===== config.mk =====
export PLATFORM = sky130hd
export DESIGN_NAME = multicycle_control_flat
export DESIGN_NICKNAME = d
export VERILOG_FILES = /design/src/rtl/mips_ctrl_pkg.sv /design/src/rtl/multicycle_control_if.sv /design/src/rtl/mc_op_decode.sv /design/src/rtl/multicycle_control.sv /design/src/flat_wrapper.sv
export SDC_FILE = /design/constraint.sdc
export NUM_CORES = 1
export LEC_CHECK = 0
export BUFFER_PORTS_ARGS = -buffer_cell sky130_fd_sc_hd__buf_4
export CORE_UTILIZATION = 25
export DETAILED_ROUTE_END_ITERATION = 8
export PLACE_DENSITY = 0.44
export SYNTH_ARGS = -nofsm -noshare
export SYNTH_HDL_FRONTEND = slang
export SYNTH_SLANG_ARGS = --single-unit

===== constraint.sdc =====
create_clock -name clk -period 2.8 [get_ports clk]
set_input_delay 0.14 -clock clk [delete_from_list [all_inputs] [get_ports clk]]
set_output_delay 0.14 -clock clk [all_outputs]
set_load 0.03 [all_outputs]

===== src/rtl/mips_ctrl_pkg.sv =====
// Shared types and encodings for the multicycle MIPS control FSM.
// Build option: MC_PERF_COUNTERS_EN enables the performance counters in multicycle_control.
package mips_ctrl_pkg;

    typedef enum logic [3:0] {
        StFetch    = 4'd0,
        StDecode   = 4'd1,
        StMemAddr  = 4'd2,
        StMemRead  = 4'd3,
        StMemWb    = 4'd4,
        StMemWrite = 4'd5,
        StRExec    = 4'd6,
        StRWb      = 4'd7,
        StBranch   = 4'd8,
        StJump     = 4'd9,
        StIExec    = 4'd10,
        StIWb      = 4'd11
    } state_e;

    localparam logic [5:0] OP_RTYPE = 6'b000000;
    localparam logic [5:0] OP_LW    = 6'b100011;
    localparam logic [5:0] OP_SW    = 6'b101011;
    localparam logic [5:0] OP_BEQ   = 6'b000100;
    localparam logic [5:0] OP_J     = 6'b000010;
    localparam logic [5:0] OP_ADDI  = 6'b001000;
    localparam logic [5:0] OP_ANDI  = 6'b001100;
    localparam logic [5:0] OP_ORI   = 6'b001101;
    localparam logic [5:0] OP_SLTI  = 6'b001010;

    localparam logic [1:0] ALU_ADD   = 2'b00;
    localparam logic [1:0] ALU_SUB   = 2'b01;
    localparam logic [1:0] ALU_FUNCT = 2'b10;
    localparam logic [1:0] ALU_IMM   = 2'b11;

    localparam logic [1:0] SRCB_REG     = 2'b00;
    localparam logic [1:0] SRCB_FOUR    = 2'b01;
    localparam logic [1:0] SRCB_IMM     = 2'b10;
    localparam logic [1:0] SRCB_IMM_SH2 = 2'b11;

    localparam logic [1:0] PCSRC_ALU    = 2'b00;
    localparam logic [1:0] PCSRC_ALUOUT = 2'b01;
    localparam logic [1:0] PCSRC_JUMP   = 2'b10;

    // States that block on the memory ready handshake.
    function automatic logic is_wait_state(input state_e s);
        return (s == StFetch) || (s == StMemRead) || (s == StMemWrite);
    endfunction

endpackage


===== src/rtl/multicycle_control_if.sv =====
// Control/status bundle between the multicycle sequencer (master) and the datapath (slave).
interface multicycle_control_if;
    logic [5:0]  op;
    logic        zero;
    logic        mem_ready;
    logic        pc_write;
    logic        pc_write_cond;
    logic        i_or_d;
    logic        mem_read;
    logic        mem_write;
    logic        ir_write;
    logic        reg_dst;
    logic        mem_to_reg;
    logic        reg_write;
    logic        alu_src_a;
    logic [1:0]  alu_src_b;
    logic [1:0]  alu_op;
    logic [1:0]  pc_source;
    logic [3:0]  state;
    logic        illegal_op;
    logic        mem_timeout;
    logic [31:0] cycle_count;
    logic [31:0] instr_count;

    modport master (
        input  op, zero, mem_ready,
        output pc_write, pc_write_cond, i_or_d, mem_read, mem_write, ir_write,
               reg_dst, mem_to_reg, reg_write, alu_src_a, alu_src_b, alu_op, pc_source,
               state, illegal_op, mem_timeout, cycle_count, instr_count
    );

    modport slave (
        output op, zero, mem_ready,
        input  pc_write, pc_write_cond, i_or_d, mem_read, mem_write, ir_write,
               reg_dst, mem_to_reg, reg_write, alu_src_a, alu_src_b, alu_op, pc_source,
               state, illegal_op, mem_timeout, cycle_count, instr_count
    );
endinterface


===== src/rtl/mc_op_decode.sv =====
// Opcode decoder: selects the state following DECODE and flags unsupported opcodes.
module mc_op_decode
    import mips_ctrl_pkg::*;
(
    input  logic [5:0] i_op,
    output state_e     o_next_state,
    output logic       o_illegal
);

    always_comb begin
        o_next_state = StFetch;
        o_illegal    = 1'b0;
        case (i_op)
            OP_RTYPE:                         o_next_state = StRExec;
            OP_LW, OP_SW:                     o_next_state = StMemAddr;
            OP_BEQ:                           o_next_state = StBranch;
            OP_J:                             o_next_state = StJump;
            OP_ADDI, OP_ANDI, OP_ORI, OP_SLTI: o_next_state = StIExec;
            default:                          o_illegal    = 1'b1;
        endcase
    end

endmodule


===== src/rtl/multicycle_control.sv =====
// Moore sequencer for the multicycle MIPS core with bounded memory waits.
// Build option: MC_PERF_COUNTERS_EN adds the cycle and retired-instruction counters.
module multicycle_control
    import mips_ctrl_pkg::*;
#(
    parameter int unsigned TIMEOUT_CYCLES = 255
) (
    input logic                  clk,
    input logic                  rst,
    multicycle_control_if.master bus
);

    localparam logic [15:0] W_WAIT_LAST = 16'(TIMEOUT_CYCLES - 1);

    state_e      r_state;
    state_e      w_next;
    state_e      w_dec_next;
    logic        w_dec_illegal;
    logic [15:0] r_wait;
    logic        w_stall;
    logic        w_timeout;

    mc_op_decode u_op_decode (
        .i_op        (bus.op),
        .o_next_state(w_dec_next),
        .o_illegal   (w_dec_illegal)
    );

    assign w_stall   = is_wait_state(r_state) && !bus.mem_ready;
    assign w_timeout = w_stall && (r_wait == W_WAIT_LAST);

    always_comb begin
        w_next = StFetch;
        case (r_state)
            StFetch:    w_next = bus.mem_ready ? StDecode : StFetch;
            StDecode:   w_next = w_dec_next;
            StMemAddr:  w_next = (bus.op == OP_SW) ? StMemWrite : StMemRead;
            StMemRead:  w_next = bus.mem_ready ? StMemWb : StMemRead;
            StMemWrite: w_next = bus.mem_ready ? StFetch : StMemWrite;
            StRExec:    w_next = StRWb;
            StIExec:    w_next = StIWb;
            default:    w_next = StFetch;
        endcase
        if (w_timeout) w_next = StFetch;
    end

    always_ff @(posedge clk) begin
        if (rst) begin
            r_state <= StFetch;
            r_wait  <= '0;
        end else begin
            r_state <= w_next;
            // A timed-out FETCH stays in FETCH but still starts a fresh wait window.
            if (w_next != r_state || w_timeout) r_wait <= '0;
            else if (w_stall)                   r_wait <= r_wait + 16'd1;
        end
    end

    always_comb begin
        bus.pc_write      = 1'b0;
        bus.pc_write_cond = 1'b0;
        bus.i_or_d        = 1'b0;
        bus.mem_read      = 1'b0;
        bus.mem_write     = 1'b0;
        bus.ir_write      = 1'b0;
        bus.reg_dst       = 1'b0;
        bus.mem_to_reg    = 1'b0;
        bus.reg_write     = 1'b0;
        bus.alu_src_a     = 1'b0;
        bus.alu_src_b     = SRCB_REG;
        bus.alu_op        = ALU_ADD;
        bus.pc_source     = PCSRC_ALU;
        bus.state         = 4'd0;
        bus.illegal_op    = 1'b0;
        bus.mem_timeout   = 1'b0;
        if (!rst) begin
            bus.state       = r_state;
            bus.illegal_op  = (r_state == StDecode) && w_dec_illegal;
            bus.mem_timeout = w_timeout;
            case (r_state)
                StFetch: begin
                    bus.mem_read  = 1'b1;
                    bus.alu_src_b = SRCB_FOUR;
                    bus.ir_write  = bus.mem_ready;
                    bus.pc_write  = bus.mem_ready;
                end
                StDecode: bus.alu_src_b = SRCB_IMM_SH2;
                StMemAddr: begin
                    bus.alu_src_a = 1'b1;
                    bus.alu_src_b = SRCB_IMM;
                end
                StMemRead: begin
                    bus.mem_read = 1'b1;
                    bus.i_or_d   = 1'b1;
                end
                StMemWb: begin
                    bus.reg_write  = 1'b1;
                    bus.mem_to_reg = 1'b1;
                end
                StMemWrite: begin
                    bus.mem_write = 1'b1;
                    bus.i_or_d    = 1'b1;
                end
                StRExec: begin
                    bus.alu_src_a = 1'b1;
                    bus.alu_op    = ALU_FUNCT;
                end
                StRWb: begin
                    bus.reg_write = 1'b1;
                    bus.reg_dst   = 1'b1;
                end
                StBranch: begin
                    bus.alu_src_a     = 1'b1;
                    bus.alu_op        = ALU_SUB;
                    bus.pc_write_cond = 1'b1;
                    bus.pc_source     = PCSRC_ALUOUT;
                end
                StJump: begin
                    bus.pc_write  = 1'b1;
                    bus.pc_source = PCSRC_JUMP;
                end
                StIExec: begin
                    bus.alu_src_a = 1'b1;
                    bus.alu_src_b = SRCB_IMM;
                    bus.alu_op    = ALU_IMM;
                end
                StIWb: bus.reg_write = 1'b1;
                default: ;
            endcase
        end
    end

`ifdef MC_PERF_COUNTERS_EN
    logic [31:0] r_cycle;
    logic [31:0] r_instr;
    logic        w_retire;

    // Only normal completions retire; illegal-op and timeout returns do not.
    assign w_retire = !w_timeout && (w_next == StFetch) &&
                      (r_state inside {StMemWb, StMemWrite, StRWb, StBranch, StJump, StIWb});

    always_ff @(posedge clk) begin
        if (rst) begin
            r_cycle <= '0;
            r_instr <= '0;
        end else begin
            r_cycle <= r_cycle + 32'd1;
            if (w_retire) r_instr <= r_instr + 32'd1;
        end
    end

    assign bus.cycle_count = rst ? 32'd0 : r_cycle;
    assign bus.instr_count = rst ? 32'd0 : r_instr;
`else
    assign bus.cycle_count = 32'd0;
    assign bus.instr_count = 32'd0;
`endif

endmodule


===== src/flat_wrapper.sv =====
// flat-port wrapper written by rule: the top's interface ports become plain ports
module multicycle_control_flat import mips_ctrl_pkg::*;
#(
    parameter int unsigned TIMEOUT_CYCLES = 255
)
  (clk, rst, bus_op, bus_zero, bus_mem_ready, bus_pc_write, bus_pc_write_cond, bus_i_or_d, bus_mem_read, bus_mem_write, bus_ir_write, bus_reg_dst, bus_mem_to_reg, bus_reg_write, bus_alu_src_a, bus_alu_src_b, bus_alu_op, bus_pc_source, bus_state, bus_illegal_op, bus_mem_timeout, bus_cycle_count, bus_instr_count);
  multicycle_control_if bus_i ();
  input logic clk;
  input logic rst;
  input wire logic [$bits(bus_i.op)-1:0] bus_op;
  input wire logic [$bits(bus_i.zero)-1:0] bus_zero;
  input wire logic [$bits(bus_i.mem_ready)-1:0] bus_mem_ready;
  output wire logic [$bits(bus_i.pc_write)-1:0] bus_pc_write;
  output wire logic [$bits(bus_i.pc_write_cond)-1:0] bus_pc_write_cond;
  output wire logic [$bits(bus_i.i_or_d)-1:0] bus_i_or_d;
  output wire logic [$bits(bus_i.mem_read)-1:0] bus_mem_read;
  output wire logic [$bits(bus_i.mem_write)-1:0] bus_mem_write;
  output wire logic [$bits(bus_i.ir_write)-1:0] bus_ir_write;
  output wire logic [$bits(bus_i.reg_dst)-1:0] bus_reg_dst;
  output wire logic [$bits(bus_i.mem_to_reg)-1:0] bus_mem_to_reg;
  output wire logic [$bits(bus_i.reg_write)-1:0] bus_reg_write;
  output wire logic [$bits(bus_i.alu_src_a)-1:0] bus_alu_src_a;
  output wire logic [$bits(bus_i.alu_src_b)-1:0] bus_alu_src_b;
  output wire logic [$bits(bus_i.alu_op)-1:0] bus_alu_op;
  output wire logic [$bits(bus_i.pc_source)-1:0] bus_pc_source;
  output wire logic [$bits(bus_i.state)-1:0] bus_state;
  output wire logic [$bits(bus_i.illegal_op)-1:0] bus_illegal_op;
  output wire logic [$bits(bus_i.mem_timeout)-1:0] bus_mem_timeout;
  output wire logic [$bits(bus_i.cycle_count)-1:0] bus_cycle_count;
  output wire logic [$bits(bus_i.instr_count)-1:0] bus_instr_count;
  assign bus_i.op = bus_op;
  assign bus_i.zero = bus_zero;
  assign bus_i.mem_ready = bus_mem_ready;
  assign bus_pc_write = bus_i.pc_write;
  assign bus_pc_write_cond = bus_i.pc_write_cond;
  assign bus_i_or_d = bus_i.i_or_d;
  assign bus_mem_read = bus_i.mem_read;
  assign bus_mem_write = bus_i.mem_write;
  assign bus_ir_write = bus_i.ir_write;
  assign bus_reg_dst = bus_i.reg_dst;
  assign bus_mem_to_reg = bus_i.mem_to_reg;
  assign bus_reg_write = bus_i.reg_write;
  assign bus_alu_src_a = bus_i.alu_src_a;
  assign bus_alu_src_b = bus_i.alu_src_b;
  assign bus_alu_op = bus_i.alu_op;
  assign bus_pc_source = bus_i.pc_source;
  assign bus_state = bus_i.state;
  assign bus_illegal_op = bus_i.illegal_op;
  assign bus_mem_timeout = bus_i.mem_timeout;
  assign bus_cycle_count = bus_i.cycle_count;
  assign bus_instr_count = bus_i.instr_count;
  multicycle_control #(.TIMEOUT_CYCLES(TIMEOUT_CYCLES)) u_core (.clk(clk), .rst(rst), .bus(bus_i));
endmodule

# Word-level counts from Yosys, hierarchy flattened
# Cells that the tools add are included.
# classes
n_mux	37
n_reduce_logical	18
n_eq_ne	21
add_sub_neg	1
# op_table
cell	count
4-bit one-hot mux with 7 select lines	1
6-bit by 4-bit == test with 1-bit output, second input constant	4
1-bit two-way mux	23
4-bit one-hot mux with 5 select lines	1
16-bit by 1-bit adder with 16-bit output, second input constant	1
16-bit by 8-bit == test with 1-bit output, second input constant	1
4-bit by 3-bit == test with 1-bit output, second input constant	4
4-bit == test, second input constant	4
6-bit == test, second input constant	2
2-bit one-hot mux with 3 select lines	2
2-bit OR reduction	5
3-bit two-way mux	3
9-bit OR reduction	1
4-bit by 2-bit == test with 1-bit output, second input constant	2
4-bit two-way mux	2
4-bit OR reduction	2
6-bit by 2-bit == test with 1-bit output, second input constant	1
6-bit by 3-bit == test with 1-bit output, second input constant	1
6-bit logical NOT	1
2-bit two-way mux	3
4-bit by 1-bit == test with 1-bit output, second input constant	1
4-bit logical NOT	1
4-bit inequality test	1
2-bit one-hot mux with 2 select lines	1
5 further kinds	9
# word_totals
reg_bits	20
wordCells	79
output_inout_bits	86

# Logic depth before layout (Yosys ltp)
# depth
word_depth	9
mapped_depth	8

# Hierarchy
# Synthesis repeated with hierarchy kept, for this count alone.
# hier_totals
hier_cells	283
area_unflattened_um2	2195.9
# modules_own_cells
mod	instances	area_per_inst_um2	cells_per_inst	seq_area_each_um2
multicycle_control	1	2087.0	267	400.4
mc_op_decode	1	108.9	16	0.0

# Worst setup path after synthesis
# No wires, ideal clock.
# synth_timing
kind	register to output
start	register u_core.r_state[2]
end	output bus_mem_to_reg
path_stages_with_launch	6
required_time_ns	2.660
n_path_buf	2
path_slack_ns	0.389
t_arrival_ns	2.271
path_cell_list	dfxtp_1 > buf_4 > clkbuf_1 > nor2b_1 > nand2_1 > nor3_1
# synth_via
elab_chain_len	3
# synth_rtl
item	line_no	text
start, declared	multicycle_control.sv:15	state_e r_state;
start signal, assigned	multicycle_control.sv:49	r_state <= StFetch;
start signal, assigned	multicycle_control.sv:52	r_state <= w_next;
4-bit by 3-bit == test with 1-bit output	multicycle_control.sv:80	case (r_state)
1-bit two-way mux	multicycle_control.sv:80	
1-bit two-way mux	multicycle_control.sv:76	if (!rst) begin
end, declared	flat_wrapper.sv:20	output wire logic [$bits(bus_i.mem_to_reg)-1:0] bus_mem_to_reg;
# Every way passes these cells.

# Final worst setup path
# layout_timing
start	register u_core.r_state[1]
end	register u_core.r_wait[1]
# layout_via
elab_chain_len	9
# layout_rtl
item	line_no	text
4-bit by 2-bit == test with 1-bit output or 4-bit logical NOT (tied branches)	mips_ctrl_pkg.sv:46, multicycle_control.sv:34	
1-bit logical OR (2 in series)	mips_ctrl_pkg.sv:46	return (s == StFetch) || (s == StMemRead) || (s == StMemWrite);
1-bit logical AND	multicycle_control.sv:29	assign w_stall = is_wait_state(r_state) && !bus.mem_ready;
1-bit logical AND	multicycle_control.sv:30	assign w_timeout = w_stall && (r_wait == W_WAIT_LAST);
4-bit two-way mux	multicycle_control.sv:44	if (w_timeout) w_next = StFetch;
4-bit inequality test	multicycle_control.sv:54	if (w_next != r_state || w_timeout) r_wait <= '0;
1-bit logical OR	multicycle_control.sv:54	
2-bit OR reduction (no line)	-	
end signal, assigned	multicycle_control.sv:55	else if (w_stall) r_wait <= r_wait + 16'd1;
end, declared	multicycle_control.sv:19	logic [15:0] r_wait;
# Several ways; a longest one is shown, not always the timed one.
# A chain may end at the register's enable or synchronous reset.

==> results.sh <==
export IMPL_hp_class="primary input to register"
export IMPL_endpoint_kind="register"
export IMPL_p_leak_nw=0.969
export IMPL_cp_slowest_cell="dfxtp_1"
export IMPL_finalSetupViolCount=0
export IMPL_cts_max_level=1
export IMPL_postCtsResizedCells=0
export IMPL_diodes=0
export IMPL_die_area_um2=8790
export IMPL_core_um2=8180
export IMPL_clock_skew_ns=0.00135
export IMPL_seq_area_frac_synth=0.190
export IMPL_finalSetupTns_ns=0
export IMPL_avgRoutedWirePerCell_um=10.7
export IMPL_cts_hold_buf=0
export IMPL_vdd_drop_max_v=0.000284
export IMPL_grt_pass1_wl_um=7440
export IMPL_max_freq_ghz=0.433
export IMPL_synth_compound_area_frac=0.108
export IMPL_power_switching_w=0.000285
export IMPL_synth_area_leaders="buf_4 24%, dfxtp_1 19%, xnor2_1 5.0%, nor3_2 4.8%, nor3_1 4.3%"
export IMPL_post_route_period_util=0.826
export IMPL_yosysWarnings=0
export IMPL_hpwl_um=3270
export IMPL_synth_adder_area_share=0.0119
export IMPL_synth_xor_area_frac=0.0749
export IMPL_finalCriticalPeriod_ns=2.31
export IMPL_p_int_w=0.000463
export IMPL_p_comb_frac=0.314
export IMPL_status="finished, final reports clean"
export IMPL_worstPathMaxFanout=17
export IMPL_numCtsBuffers=3
export IMPL_reg2reg_depth=7
export IMPL_switching_share=0.381
export IMPL_multiInputGateArea_um2=1360
export IMPL_worstMarginPinSlew_ns=0.631
export IMPL_synth_cells=264
export IMPL_vias=1672
export IMPL_power_per_cell_area_nw_per_um2=329
export IMPL_clkLatencyLatePin_ns=0.26
export IMPL_drt_first_pass_iters=6
export IMPL_maxCapViolations=0
export IMPL_total_power_w=0.000749
export IMPL_ff_latch_area_um2=400
export IMPL_drtAntennaViolNets=0
export IMPL_cp_start_kind="register"
export IMPL_post_cts_setup_buffer_count=0
export IMPL_syn_to_final_growth_pct=8.08
export IMPL_grtUsageTotal=0.103
export IMPL_syn_area_um2=2110
export IMPL_clkPwrFrac=0.292
export IMPL_nets=306
export IMPL_slew_viol_final=0
export IMPL_die_w_um=93.8
export IMPL_syn_area_per_cell_um2=7.98
export IMPL_grt_pass1_vias=1555
export IMPL_crit_start="u_core.r_state[1]$_SDFF_PP0_"
export IMPL_cts_tree="done"
export IMPL_required_ns=2.96
export IMPL_die_h_um=93.8
export IMPL_drive_gt1_frac=0.218
export IMPL_relSlewSlack=0.579
export IMPL_wl_um=4240
export IMPL_synth_area_mux_share=0.0154
export IMPL_antenna_found_initial=0
export IMPL_rsz0062_at_grt="false"
export IMPL_via_per_inst=4.20
export IMPL_remaining_drc_errors=0
export IMPL_io_pins=96
export IMPL_cp_endpoint="u_core.r_wait[1]$_SDFFE_PP0P_"
export IMPL_fin_hold_ws_ns=0.170
export IMPL_rows=33
export IMPL_ys_types=53
export IMPL_synth_top_cell_area_share=0.235
export IMPL_drt_iter0_drc=58
export IMPL_critical_path_class="register to register"
export IMPL_initial_core_util=0.258
export IMPL_synth_top_area_cell="buf_4"
export IMPL_grt_start_max_net_pins=18
export IMPL_finalHoldViolCount=0
export IMPL_seq_power_share=0.394
export IMPL_cts_sinks=20
export IMPL_clk_pin_slew_ns=0.07
export IMPL_worst_ep_arrival_time_ns=2.47
export IMPL_synth_seq_cells=20
export IMPL_synth_simple_area_share=0.322
export IMPL_synth_top_family_by_area="simple AND/OR/NAND/NOR gates"
export IMPL_synth_edff_count=0
export IMPL_final_util=0.278
export IMPL_grt_overflow=0
export IMPL_r2r_setup_slack_ns=0.49
export IMPL_gp_congestion=0.770
export IMPL_fillers=892
export IMPL_root_buffer="clkbuf_8"
export IMPL_reg2reg_to="u_core.r_wait[1]$_SDFFE_PP0P_"
export IMPL_io_buffers=30
export IMPL_cts_max_path_buffers=2
export IMPL_synth_ff_type="dfxtp_1"
export IMPL_async_flop_share=0
export IMPL_reg2reg_from="u_core.r_state[1]$_SDFF_PP0_"
export IMPL_path_cells="buf_4, nor2b_1, and4b_1, a211oi_4, mux2i_4, buf_12, a2111oi_2"
export IMPL_slowest_delay_ns=0.67
[layout by cell type, fill, tap and decap left out, types with 4 or more instances in the layout]
| cell | Yosys | routed |
|---|---|---|
| nand4_1 | 6 | 6 |
| and3_1 | 7 | 7 |
| xor2_1 | 6 | 6 |
| clkbuf_8 | 0 | 4 |
| conb_1 | 1 | 64 |
| xnor2_1 | 12 | 12 |
| nand2_1 | 11 | 11 |
| a21oi_1 | 8 | 8 |
| nor3_1 | 18 | 18 |
| nor4_1 | 5 | 5 |
| nor3_2 | 10 | 10 |
| nor2b_1 | 4 | 4 |
| inv_1 | 6 | 6 |
| dfxtp_1 | 20 | 20 |
| nand3_1 | 6 | 6 |
| buf_4 | 66 | 38 |
| nor2_1 | 20 | 20 |
| nor3b_1 | 5 | 5 |
[state kept, by name, summed over array words and instances (netlist names)]
| name | flops |
|---|---|
| u_core.r_state | 4 |
| u_core.r_wait | 16 |
[how the worst min path moves through the flow]
stage | from | end | slack (ns) | cells past startpoint
2_1_floorplan | bus_op[4] | u_core.r_state[1]$_SDFF_PP0_ | 0.35 | 3
3_3_place_gp | rst | u_core.r_state[3]$_SDFF_PP0_ | 0.45 | 2
3_5_place_dp | rst | u_core.r_state[3]$_SDFF_PP0_ | 0.45 | 2
4_1_cts | rst | u_core.r_state[3]$_SDFF_PP0_ | 0.17 | 2
5_1_grt | rst | u_core.r_state[3]$_SDFF_PP0_ | 0.17 | 2
6_report | rst | u_core.r_state[3]$_SDFF_PP0_ | 0.17 | 2
[logic make-up after synthesis]
logic type,after synthesis
AND/OR/NAND/NOR,111
buffers and inverters,83
AO/OA/AOI/OAI,27
flip-flops,20
XOR/XNOR,18
adder cells (fa/ha/maj),2
multiplexers,2
other,1
[stage by stage]
step                instance area (um^2)  instances  setup WS (ns)
finish                              2280        398          0.488
global route                        2280        398          0.238
CTS                                 2280        398          0.425
detailed placement                  2220        394          0.447
global placement                    2220        394          0.484
floorplan                           2340        327          0.389
[final cells by class]
| cell class | count | area share |
|---|---|---|
| Multi-Input combinational cell | 224 | 0.598 |
| Sequential cell | 20 | 0.176 |
| Timing Repair Buffer | 39 | 0.134 |
| Inverter | 6 | 0.00990 |
| Clock buffer | 4 | 0.0242 |
| Tap cell | 105 | 0.0577 |
[critical path: cells and delay by family (launching register included)]
family                 cells  cell delay [ns]
flip-flops                 1             0.67
AND/OR/NAND/NOR            2             0.56
buffers and inverters      2             0.44
AO/OA/AOI/OAI              2             0.33
multiplexers               1             0.20
[power by group through the flow]
stage	combinational, W	sequential, W	clock [W]
2_1_floorplan	0.000265	0.000298	0
3_3_place_gp	0.000236	0.000302	0
3_5_place_dp	0.000236	0.000302	0
4_1_cts	0.000237	0.000295	0.000232
5_1_grt	0.000257	0.000297	0.000247
6_report	0.000235	0.000295	0.000218
[cells in the mapped netlist, drive strengths merged, types with 2 or more instances]
library cell	count
nor3	28
nor4	5
and3	7
a21o	2
nor2	20
xor2	6
and2	2
inv	6
ha	2
dfxtp	20
nand2b	2
xnor2	12
nand4	6
o2111ai	2
nor2b	4
a2111oi	2
a21oi	8
and4	2
nor4b	4
nand2	11
nor3b	5
and4b	2
nand3	6
mux2i	2
clkbuf	3
or2	2
buf	74
[layer usage]
metal	wire length [um]	global-route usage	part of all wire
met2	1990	0.180	0.47
met1	2030	0.134	0.48
met4	0	0.00513	0
met3	221	0.0227	0.052
met5	0	0	0
Power figures use the tool's default switching activity.
